--- src/rtl/ftf_pkg.sv ---
// Shared constants and helpers for the iterative Fibonacci FTF encoder.
package ftf_pkg;

  typedef enum logic [1:0] {
    IDLE = 2'd0,
    RUN  = 2'd1,
    DONE = 2'd2
  } ftf_state_t;

  // Fibonacci number with FNS(1) = FNS(2) = 1; FNS(k<1) = 0.
  function automatic logic [63:0] fns(input int k);
    logic [63:0] a;
    logic [63:0] b;
    logic [63:0] t;
    a = 64'd1;
    b = 64'd1;
    t = 64'd0;
    if (k < 1) begin
      b = 64'd0;
    end else begin
      for (int n = 3; n <= k; n++) begin
        t = a + b;
        a = b;
        b = t;
      end
    end
    return b;
  endfunction

  // Number of bits needed to hold the values 0..v-1.
  function automatic int clog2(input logic [63:0] v);
    int w;
    w = 0;
    for (int n = 0; n < 63; n++) begin
      if ((64'd1 << n) < v) w = n + 1;
      else w = w;
    end
    return w;
  endfunction

endpackage

--- src/rtl/ftf_step.sv ---
// One greedy Fibonacci stage: compares the remainder with the threshold of
// bit idx, emits the code bit and subtracts the bit weight when it is set.
module ftf_step
  import ftf_pkg::*;
#(
  parameter int CODE_W = 25,
  parameter int DIN_W  = 18,
  parameter int IW     = 6
) (
  input  logic [DIN_W-1:0] r,
  input  logic [IW-1:0]    idx,
  output logic             code_bit,
  output logic [DIN_W-1:0] r_next
);

  localparam int AW = clog2(64'(CODE_W));

  logic [DIN_W-1:0] wt_tab [CODE_W];
  logic [DIN_W-1:0] th_tab [CODE_W];
  logic [DIN_W-1:0] wt;
  logic [DIN_W-1:0] th;
  logic [AW-1:0]    sel;

  // Weight is FNS(i+1); even bits use the weight as threshold, odd bits FNS(i+2).
  for (genvar g = 0; g < CODE_W; g++) begin : g_tab
    localparam logic [63:0] W_FULL = fns(g + 1);
    localparam logic [63:0] T_FULL = ((g % 2) == 0) ? fns(g + 1) : fns(g + 2);
    assign wt_tab[g] = W_FULL[DIN_W-1:0];
    assign th_tab[g] = T_FULL[DIN_W-1:0];
  end

  assign sel = idx[AW-1:0];

  // Table lookup for this bit position and one greedy subtraction.
  always_comb begin
    if (int'(idx) < CODE_W) begin
      wt = wt_tab[sel];
      th = th_tab[sel];
    end else begin
      wt = {DIN_W{1'b0}};
      th = {DIN_W{1'b1}};
    end
    code_bit = (r >= th);
    r_next   = code_bit ? (r - wt) : r;
  end

endmodule

--- src/rtl/ftf_encoder_iter.sv ---
// Iterative FTF encoder: resolves BPC codeword bits per RUN cycle through a
// chain of ftf_step stages, with valid/ready handshakes on both sides.
module ftf_encoder_iter
  import ftf_pkg::*;
#(
  parameter int  CODE_W = 25,
  parameter int  BPC    = 5,
  localparam int DIN_W  = clog2(fns(CODE_W + 2))
) (
  input  logic              clock,
  input  logic              reset,
  input  logic [DIN_W-1:0]  datain,
  input  logic              in_valid,
  output logic              in_ready,
  output logic [CODE_W-1:0] codeout,
  output logic              out_err,
  output logic              out_valid,
  input  logic              out_ready
);

  localparam int              PW     = clog2(64'(CODE_W)) + 1;
  localparam logic [DIN_W-1:0] MAX   = DIN_W'(fns(CODE_W + 2) - 64'd1);
  localparam logic [PW-1:0]   P_TOP  = PW'(CODE_W - 1);
  localparam logic [PW-1:0]   P_STEP = PW'(BPC);
  localparam logic [1:0]      S_IDLE = IDLE;
  localparam logic [1:0]      S_RUN  = RUN;
  localparam logic [1:0]      S_DONE = DONE;

  logic [1:0]        state;
  logic [DIN_W-1:0]  r;
  logic [PW-1:0]     p;
  logic              err;
  logic [CODE_W-1:0] code;
  logic [CODE_W-1:0] code_next;
  logic              last;

  logic [DIN_W-1:0]  rc       [BPC+1];
  logic [DIN_W-1:0]  step_r   [BPC];
  logic [PW-1:0]     lane_idx [BPC];
  logic [BPC-1:0]    lane_bit;
  logic [BPC-1:0]    lane_act;

  assign rc[0] = r;

  // Lane k handles bit p-k; lanes that would reach bit 0 pass r through.
  for (genvar k = 0; k < BPC; k++) begin : g_lane
    assign lane_idx[k] = p - PW'(k);
    assign lane_act[k] = (p > PW'(k));
    ftf_step #(
      .CODE_W(CODE_W),
      .DIN_W (DIN_W),
      .IW    (PW)
    ) u_step (
      .r       (rc[k]),
      .idx     (lane_idx[k]),
      .code_bit(lane_bit[k]),
      .r_next  (step_r[k])
    );
    assign rc[k+1] = lane_act[k] ? step_r[k] : rc[k];
  end

  // Bit 1 falls inside this cycle's window, so this is the final RUN cycle.
  assign last = (p <= P_STEP);

  // Merge the resolved bits into the codeword; force zero for out-of-range words.
  always_comb begin
    code_next = code;
    for (int i = 1; i < CODE_W; i++) begin
      for (int k = 0; k < BPC; k++) begin
        code_next[i] = (lane_act[k] && (lane_idx[k] == PW'(i))) ? lane_bit[k] : code_next[i];
      end
    end
    code_next[0] = last ? rc[BPC][0] : code[0];
    code_next    = (last && err) ? {CODE_W{1'b0}} : code_next;
  end

  // Handshake FSM plus remainder, bit pointer and codeword registers.
  always_ff @(posedge clock) begin
    if (reset) begin
      state   <= S_IDLE;
      r       <= {DIN_W{1'b0}};
      p       <= {PW{1'b0}};
      err     <= 1'b0;
      code    <= {CODE_W{1'b0}};
      out_err <= 1'b0;
    end else begin
      case (state)
        S_IDLE: begin
          if (in_valid) begin
            r       <= datain;
            p       <= P_TOP;
            err     <= (datain > MAX);
            code    <= {CODE_W{1'b0}};
            out_err <= 1'b0;
            state   <= S_RUN;
          end else begin
            state <= S_IDLE;
          end
        end
        S_RUN: begin
          r    <= rc[BPC];
          p    <= p - P_STEP;
          code <= code_next;
          if (last) begin
            out_err <= err;
            state   <= S_DONE;
          end else begin
            state <= S_RUN;
          end
        end
        S_DONE: begin
          if (out_ready) state <= S_IDLE;
          else state <= S_DONE;
        end
        default: begin
          state <= S_IDLE;
        end
      endcase
    end
  end

  assign in_ready  = (state == S_IDLE);
  assign out_valid = (state == S_DONE);
  assign codeout   = code;

endmodule
--- config.mk ---
export PLATFORM = sky130hd
export DESIGN_NAME = ftf_encoder_iter
export DESIGN_NICKNAME = d
export VERILOG_FILES = /design/src/rtl/ftf_pkg.sv /design/src/rtl/ftf_step.sv /design/src/rtl/ftf_encoder_iter.sv
export SDC_FILE = /design/constraint.sdc
export NUM_CORES = 1
export LEC_CHECK = 0
export ABC_AREA = 1
export BUFFER_PORTS_ARGS = -buffer_cell sky130_fd_sc_hd__buf_2
export CORE_ASPECT_RATIO = 2
export CORE_MARGIN = 2
export CORE_UTILIZATION = 30
export CTS_CLUSTER_DIAMETER = 150
export DETAILED_ROUTE_END_ITERATION = 10
export PLACE_DENSITY = 0.52
export SLEW_MARGIN = 20
export SYNTH_ARGS = -nofsm -noshare
export SYNTH_HDL_FRONTEND = slang
export SYNTH_SLANG_ARGS = --single-unit
--- constraint.sdc ---
create_clock -name clock -period 11.1 [get_ports clock]
set_clock_uncertainty 0.1 [all_clocks]
set_input_delay 1.11 -clock clock [delete_from_list [all_inputs] [get_ports clock]]
set_output_delay 1.11 -clock clock [all_outputs]
set_load 0.01 [all_outputs]
**Word-level counts from Yosys, hierarchy flattened**

Memories as Yosys holds them, arrays and structs flattened.
Cells that the tools add are included.

- Register bits after elaboration: 53
- ROM bits: 5,760
- Bits of input ports: 22
- Output and inout port bits: 28
- Logic and storage cells: 552
- Memories kept: 10

- $add $sub $neg: 10
- $lt $le $gt $ge: 22
- Eq/ne operators: 149
- Multiplexer cells: 175
- Bitwise gates (word level): 5
- Reduce and logical (&&, ||, !) cells: 151

Memories:

| memory | words | width | read ports | clocked after Yosys merged registers in | write ports | line | text |
|---|---|---|---|---|---|---|---|
| (name not given) | 32 | 18 | 1 | 0 | 0 | ftf_step.sv:38 | `th = th_tab[sel];` |
| (name not given) | 32 | 18 | 1 | 0 | 0 | ftf_step.sv:37 | `wt = wt_tab[sel];` |
| (name not given) | 32 | 18 | 1 | 0 | 0 | ftf_step.sv:38 |  |
| (name not given) | 32 | 18 | 1 | 0 | 0 | ftf_step.sv:38 |  |
| (name not given) | 32 | 18 | 1 | 0 | 0 | ftf_step.sv:37 |  |
| (name not given) | 32 | 18 | 1 | 0 | 0 | ftf_step.sv:38 |  |
| 4 more memories | n/a | n/a | n/a | n/a | n/a | n/a |  |

Operators with widths:

| kind | number |
|---|---|
| 18-bit two-way mux | 41 |
| 6-bit by 5-bit == test with 1-bit output (second input constant) | 45 |
| 6-bit by 4-bit == test with 1-bit output (second input constant) | 40 |
| 7-bit != test (second input constant) | 24 |
| 1-bit two-way mux | 124 |
| 1-bit logical AND | 121 |
| 6-bit by 3-bit == test with 1-bit output (second input constant) | 20 |
| 18-bit >= comparator | 5 |
| 18-bit subtractor | 5 |
| 3-bit AND reduction | 26 |
| 6-bit by 2-bit == test with 1-bit output (second input constant) | 10 |
| 25-bit two-way mux | 2 |
| 25-bit case mux with 2 select lines | 1 |
| 18-bit case mux with 2 select lines | 1 |
| 6-bit by 1-bit == test with 1-bit output (second input constant) | 5 |
| 6-bit >= comparator (second input constant) | 5 |
| 6-bit by 5-bit less-than comparator with 1-bit output (second input constant) | 5 |
| 5-bit inverter with 6-bit output | 5 |
| 18-bit greater-than comparator (second input constant) | 1 |
| 6-bit by 1-bit greater-than comparator with 1-bit output (second input constant) | 2 |
| 6-bit by 2-bit greater-than comparator with 1-bit output (second input constant) | 2 |
| 6-bit case mux with 2 select lines | 1 |
| 6-bit by 2-bit subtractor with 6-bit output (second input constant) | 2 |
| 6-bit by 3-bit subtractor with 6-bit output (second input constant) | 2 |
| other kinds (14) | 17 |

**Depth between registers and ports, before layout**

- Word-level depth: 23
- Mapped depth: 83
- Mapped depth without buffers: 78

**Cells and area by module**

A second synthesis with hierarchy kept.

- Cell total of the unflattened synthesis: 3,427
- Area total of the unflattened synthesis: 18,989.5 um^2

Modules (own cells, without submodules):

| module | times used | cells each | area each (um^2) | sequential area each (um^2) |
|---|---|---|---|---|
| ftf_step (g_lane[2].u_step ...) | 3 | 429 | 2,414.8 | 0.0 |
| ftf_encoder_iter | 1 | 1,276 | 6,932.9 | 1,061.0 |
| ftf_step (g_lane[0].u_step) | 1 | 437 | 2,408.6 | 0.0 |
| ftf_step (g_lane[1].u_step) | 1 | 427 | 2,403.6 | 0.0 |

**Worst setup path after synthesis**

Ideal clock, no wire load.

- Path kind: register -> register
- Start point: reg p[2]
- End point: reg r[1]
- Setup time: 0.133 ns
- Arrival time: 10.585 ns
- Required time: 10.867 ns
- Setup slack: 0.282 ns
- Cell stages (with the launch flop): 71
- Path buffers: 6
- Period minus slack after synthesis: 10.818 ns
- Cell sequence: dfxtp_1 > inv_1 > clkbuf_1 > ha_1 > a211oi_1 > nor2_1 > inv_1 > clkbuf_1 > o2111ai_1 > fa_1 > nand3_1 > nand3_1 > nand2_1 > nand2_1 > nand2_1 > nand2_1 > a21boi_1 > o21ai_0 > (+35 left out) > a21oi_1 > nand4_2 > nand2_2 > clkbuf_1 > clkbuf_1 > nand2_1 > o21ai_1 > ha_1 > a21oi_1 > a21oi_1 > a211o_1 > a21oi_1 > nand2_4 > nand2_4 > inv_4 > buf_4 > o211ai_1 > a31oi_1

- Cells in the longest elaborated chain, start to end: 21
- Elaborated cells on any way between the ends: 80
- Those cells by class: add/sub: 9; order compare: 15; mux: 41; bitwise: 5; memory: 10

Ends and longest elaborated chain:

| item | line | text |
|---|---|---|
| start, declared | ftf_encoder_iter.sv:31 | `logic [PW-1:0] p;` |
| start signal, assigned | ftf_encoder_iter.sv:82 | `p <= {PW{1'b0}};` |
| start signal, assigned | ftf_encoder_iter.sv:102 | `p <= p - P_STEP;` |
| 5-bit inverter with 6-bit output (not written as such) | ftf_step.sv:37, ftf_step.sv:38 |  |
| memory 32 x 18 bit, on equally long branches | n/a |  |
| 18-bit two-way mux, on equally long branches (2 in series) | ftf_step.sv:37, ftf_step.sv:38 |  |
| 18-bit two-way mux | ftf_step.sv:36 | `if (int'(idx) < CODE_W) begin` |
| 18-bit subtractor / 18-bit >= comparator (equally long branches) | ftf_step.sv:44, ftf_step.sv:43 |  |
| 18-bit two-way mux | ftf_step.sv:44 | `r_next = code_bit ? (r - wt) : r;` |
| 18-bit two-way mux | ftf_encoder_iter.sv:59 | `assign rc[k+1] = lane_act[k] ? step_r[k] : rc[k];` |
| 18-bit subtractor / 18-bit >= comparator (equally long branches) | ftf_step.sv:44, ftf_step.sv:43 |  |
| (+4 left out) | n/a |  |
| 18-bit two-way mux | ftf_encoder_iter.sv:59 |  |
| 18-bit subtractor / 18-bit >= comparator (equally long branches) | ftf_step.sv:44, ftf_step.sv:43 |  |
| 18-bit two-way mux | ftf_step.sv:44 |  |
| 18-bit two-way mux | ftf_encoder_iter.sv:59 |  |
| 18-bit subtractor / 18-bit >= comparator (equally long branches) | ftf_step.sv:44, ftf_step.sv:43 |  |
| 18-bit two-way mux | ftf_step.sv:44 |  |
| 18-bit two-way mux (*) | ftf_encoder_iter.sv:59 |  |
| 18-bit case mux with 2 select lines (*) | ftf_encoder_iter.sv:87 | `case (state)` |
| end signal, assigned | ftf_encoder_iter.sv:81 | `r <= {DIN_W{1'b0}};` |
| end signal, assigned | ftf_encoder_iter.sv:90 | `r <= datain;` |
| end signal, assigned | ftf_encoder_iter.sv:101 | `r <= rc[BPC];` |
| end, declared | ftf_encoder_iter.sv:30 | `logic [DIN_W-1:0] r;` |

Every way passes the cells marked *; elsewhere a longest branch is shown, timed or not. The select of a mux whose other input is x is not followed.
A chain may end at the register's enable or synchronous reset.

**Worst setup path in the final report**

- Start point: reg p[3]
- End point: reg r[7]

The elaborated chain is that of the path after synthesis.

==> impl_metrics.yaml <==
status:
  status: "finished, final reports clean"
floorplanning:
  die-width_um: 164
  rows: 117
  io_pins: 50
  die-area_sq_mm: 0.0529
  coreArea_sq_mm: 0.0507
  initial_core_util: 0.302
  die_h_um: 323
place:
  io_buffers: 49
  dp_hpwl_mm: 72.4
  gp_congestion: 1.04
  post-place-cells: 3533
global_routing:
  grt_overflow: 0
  grt_pass1_vias: 20274
  antenna_found_initial: 0
  grt.total_usage: 0.331
  grt_pass1_wl_mm: 128
  grt_max_degree: 40
synth:
  synthArstFlopShare: 0
  syn-cell-area_sq_mm: 0.0153
  yosys_register_bits: 53
  synth-warning-count: 0
  synth_edf_count: 0
  ys.flop_type: "dfxtp_1"
  synth_cell_types: 68
  ys_seq_area_frac: 0.0694
  syn_nets: 2899
  syn_inst: 2666
  avgSynthCellArea_sq_um: 5.73
drt:
  ant_nets: 0
  avgViaCountPerCell: 5.68
  num_vias: 20268
  drc: 0
  wl_mm: 88.6
  first_iter_violations: 1586
  detail_route.first_pass.iterations: 5
  wire_per_inst_um: 24.9
cells_and_area:
  num-fill-cells: 5758
  drive_above_1_share: 0.179
  area_growth_pct: 22.9
  fin_cells: 3566
  diodes: 0
  nNetsFinal: 3144
cts:
  cts.sinks: 53
  cts_tree: "built"
  clk_latency_ns: 0.34
  clockBufferDepth: 2
  root_buffer: "clkbuf_16"
  cts-htree-levels: 2
  postCtsHoldBufs: 0
  clk_pin_slew_ns: 0.10
  cts_buffers: 5
worst_setup_path:
  required_ns: 11.22
  endpoint_kind: "register"
  critPathLaunchType: "register"
  arrival_ns: 10.75
  path_buf_inv: 14
  path_max_fanout: 19
  path_class: "reg2reg"
  r2r_slack_ns: 0.48
  cp_slowest_stage_delay_ns: 0.58
  path_common_cell: "nand2_1"
  crit_family: "simple AND/OR/NAND/NOR gates"
  critPathSlowestCell: "o21ai_0"
timing:
  timing.setup.tns_ns: 0
  setup_viol_count_final: 0
  worst_pin_slew_ns: 1.14
  min_period_ns: 10.62
  slew_violations: 0
  max_freq_mhz: 94.1
  relSlewSlack: 0.236
  hold_violations: 0
  fin_crit_sh: 0.957
flow_run:
  max_cap_viol_count: 0
hold_path:
  hold_class: "reg2reg"
[routing by layer]
layer / GRT usage / wire length [um] / vias to the layer above
met5: 0 / 0 / -
met2: 0.601 / 45000 / 870
met1: 0.303 / 28200 / 9433
li1: - / - / 9570
met3: 0.0548 / 4700 / 395
met4: 0.324 / 10800 / 0
[Yosys cell counts, types with 9 or more instances]
cell       count  area share
nor2_1       334       0.082
nand4_1       28       0.011
a21oi_1      234       0.077
o2111ai_1     11      0.0063
a21o_1        11      0.0054
clkbuf_1      67       0.016
ha_1         206        0.17
dfxtp_1       53       0.069
nand2_1      585        0.14
nor3_1        63       0.021
o21bai_1       9      0.0044
buf_2         16      0.0052
nand3_1      122       0.040
inv_2         19      0.0047
xor2_1        36       0.021
a31oi_1       30       0.012
xnor2_1       31       0.018
o21ai_0      217       0.071
nand2_2       10      0.0041
inv_1        292       0.072
o211ai_1      50       0.025
o22ai_1       16      0.0065
nor4_1        16      0.0065
a211oi_1      21       0.010
o21a_1        12      0.0059
o21ai_1       35       0.011
[layout by cell type, fill, tap and decap left out, types with 29 or more instances in the layout]
master / netlist / routed
nand2_1: 585 / 569
buf_2: 16 / 49
o21ai_1: 35 / 41
xor2_1: 36 / 35
o211ai_1: 50 / 50
a21oi_1: 234 / 228
nor2_1: 334 / 325
nand3_1: 122 / 119
dfxtp_1: 53 / 48
inv_1: 292 / 286
o21ai_0: 217 / 199
a31oi_1: 30 / 29
xnor2_1: 31 / 31
ha_1: 206 / 194
buf_4: 6 / 278
nor3_1: 63 / 58
[layout make-up]
class / count / area (sq um) / share of cell area
repair buffers: 339 / 2530 / 0.135
repair inverters: 1 / 8.76 / 0.000466
clock buffers: 5 / 125 / 0.00666
well taps: 654 / 818 / 0.0436
multi-input cells: 2192 / 13000 / 0.691
flip-flops and latches: 53 / 1070 / 0.0569
inverters: 319 / 1230 / 0.0655
clock inverters: 3 / 26.3 / 0.00140
[per-stage QoR]
step	hold WS, ns	utilization	setup WS, ns	instance area [sq um]
floorplan	0.357	-	0.282	15300
global placement	0.351	0.354	-0.0125	17900
detailed placement	0.356	0.354	-0.0888	17900
CTS	0.370	0.357	0.0335	18100
global route	0.394	0.371	-0.0923	18800
finish	0.369	0.371	0.475	18800
[worst reg2reg max path, delay by kind of cell, from the launching register on]
| kind | cells | cell delay [ns] |
|---|---|---|
| buffers and inverters | 14 | 2.49 |
| and+or+nand+nor | 32 | 3.85 |
| adders and majority gates | 5 | 1.53 |
| AOI/OAI and AO/OA | 11 | 1.99 |
| xor gates and xnor gates | 1 | 0.16 |
| DFF | 1 | 0.38 |
[flip-flops by register name, indices dropped and copies added (netlist names)]
| signal | cells |
|---|---|
| codeout | 25 |
| err | 1 |
| out_err | 1 |
| r | 18 |
| p | 6 |
| state | 2 |
[cell families (layout without fill, tap and decap cells)]
logic type / Yosys count / count (layout) / share of synthesized area
xor+xnor: 69 / 69 / 0.0405
simple gates: 1204 / 1204 / 0.335
flops: 53 / 53 / 0.0694
fa+ha+maj: 211 / 211 / 0.175
buf+inv: 421 / 667 / 0.109
compound gates: 705 / 705 / 0.268
mux: 3 / 3 / 0.00221
[worst paths after layout]
kind	endpoint	depth (start not counted)	from
worst max register to register	r[7]$_SDFFE_PP0P_	63	p[3]$_SDFFE_PP0P_
worst max-delay path	r[7]$_SDFFE_PP0P_	63	p[3]$_SDFFE_PP0P_
worst min register to register	codeout[16]$_SDFFE_PP0P_	2	codeout[16]$_SDFFE_PP0P_
worst min-delay path	codeout[16]$_SDFFE_PP0P_	2	codeout[16]$_SDFFE_PP0P_
[timing repair]
action	4_1_cts	5_1_grt
buffers inserted	1	22
pin swaps	1	39
resized for setup	7	143
cloned	0	1
hold endpoints to repair	0	0
endpoints found under the setup margin	35	43
Power is not shown: default switching activity piles up to over one toggle a cycle in this logic, so the estimate is an artifact.
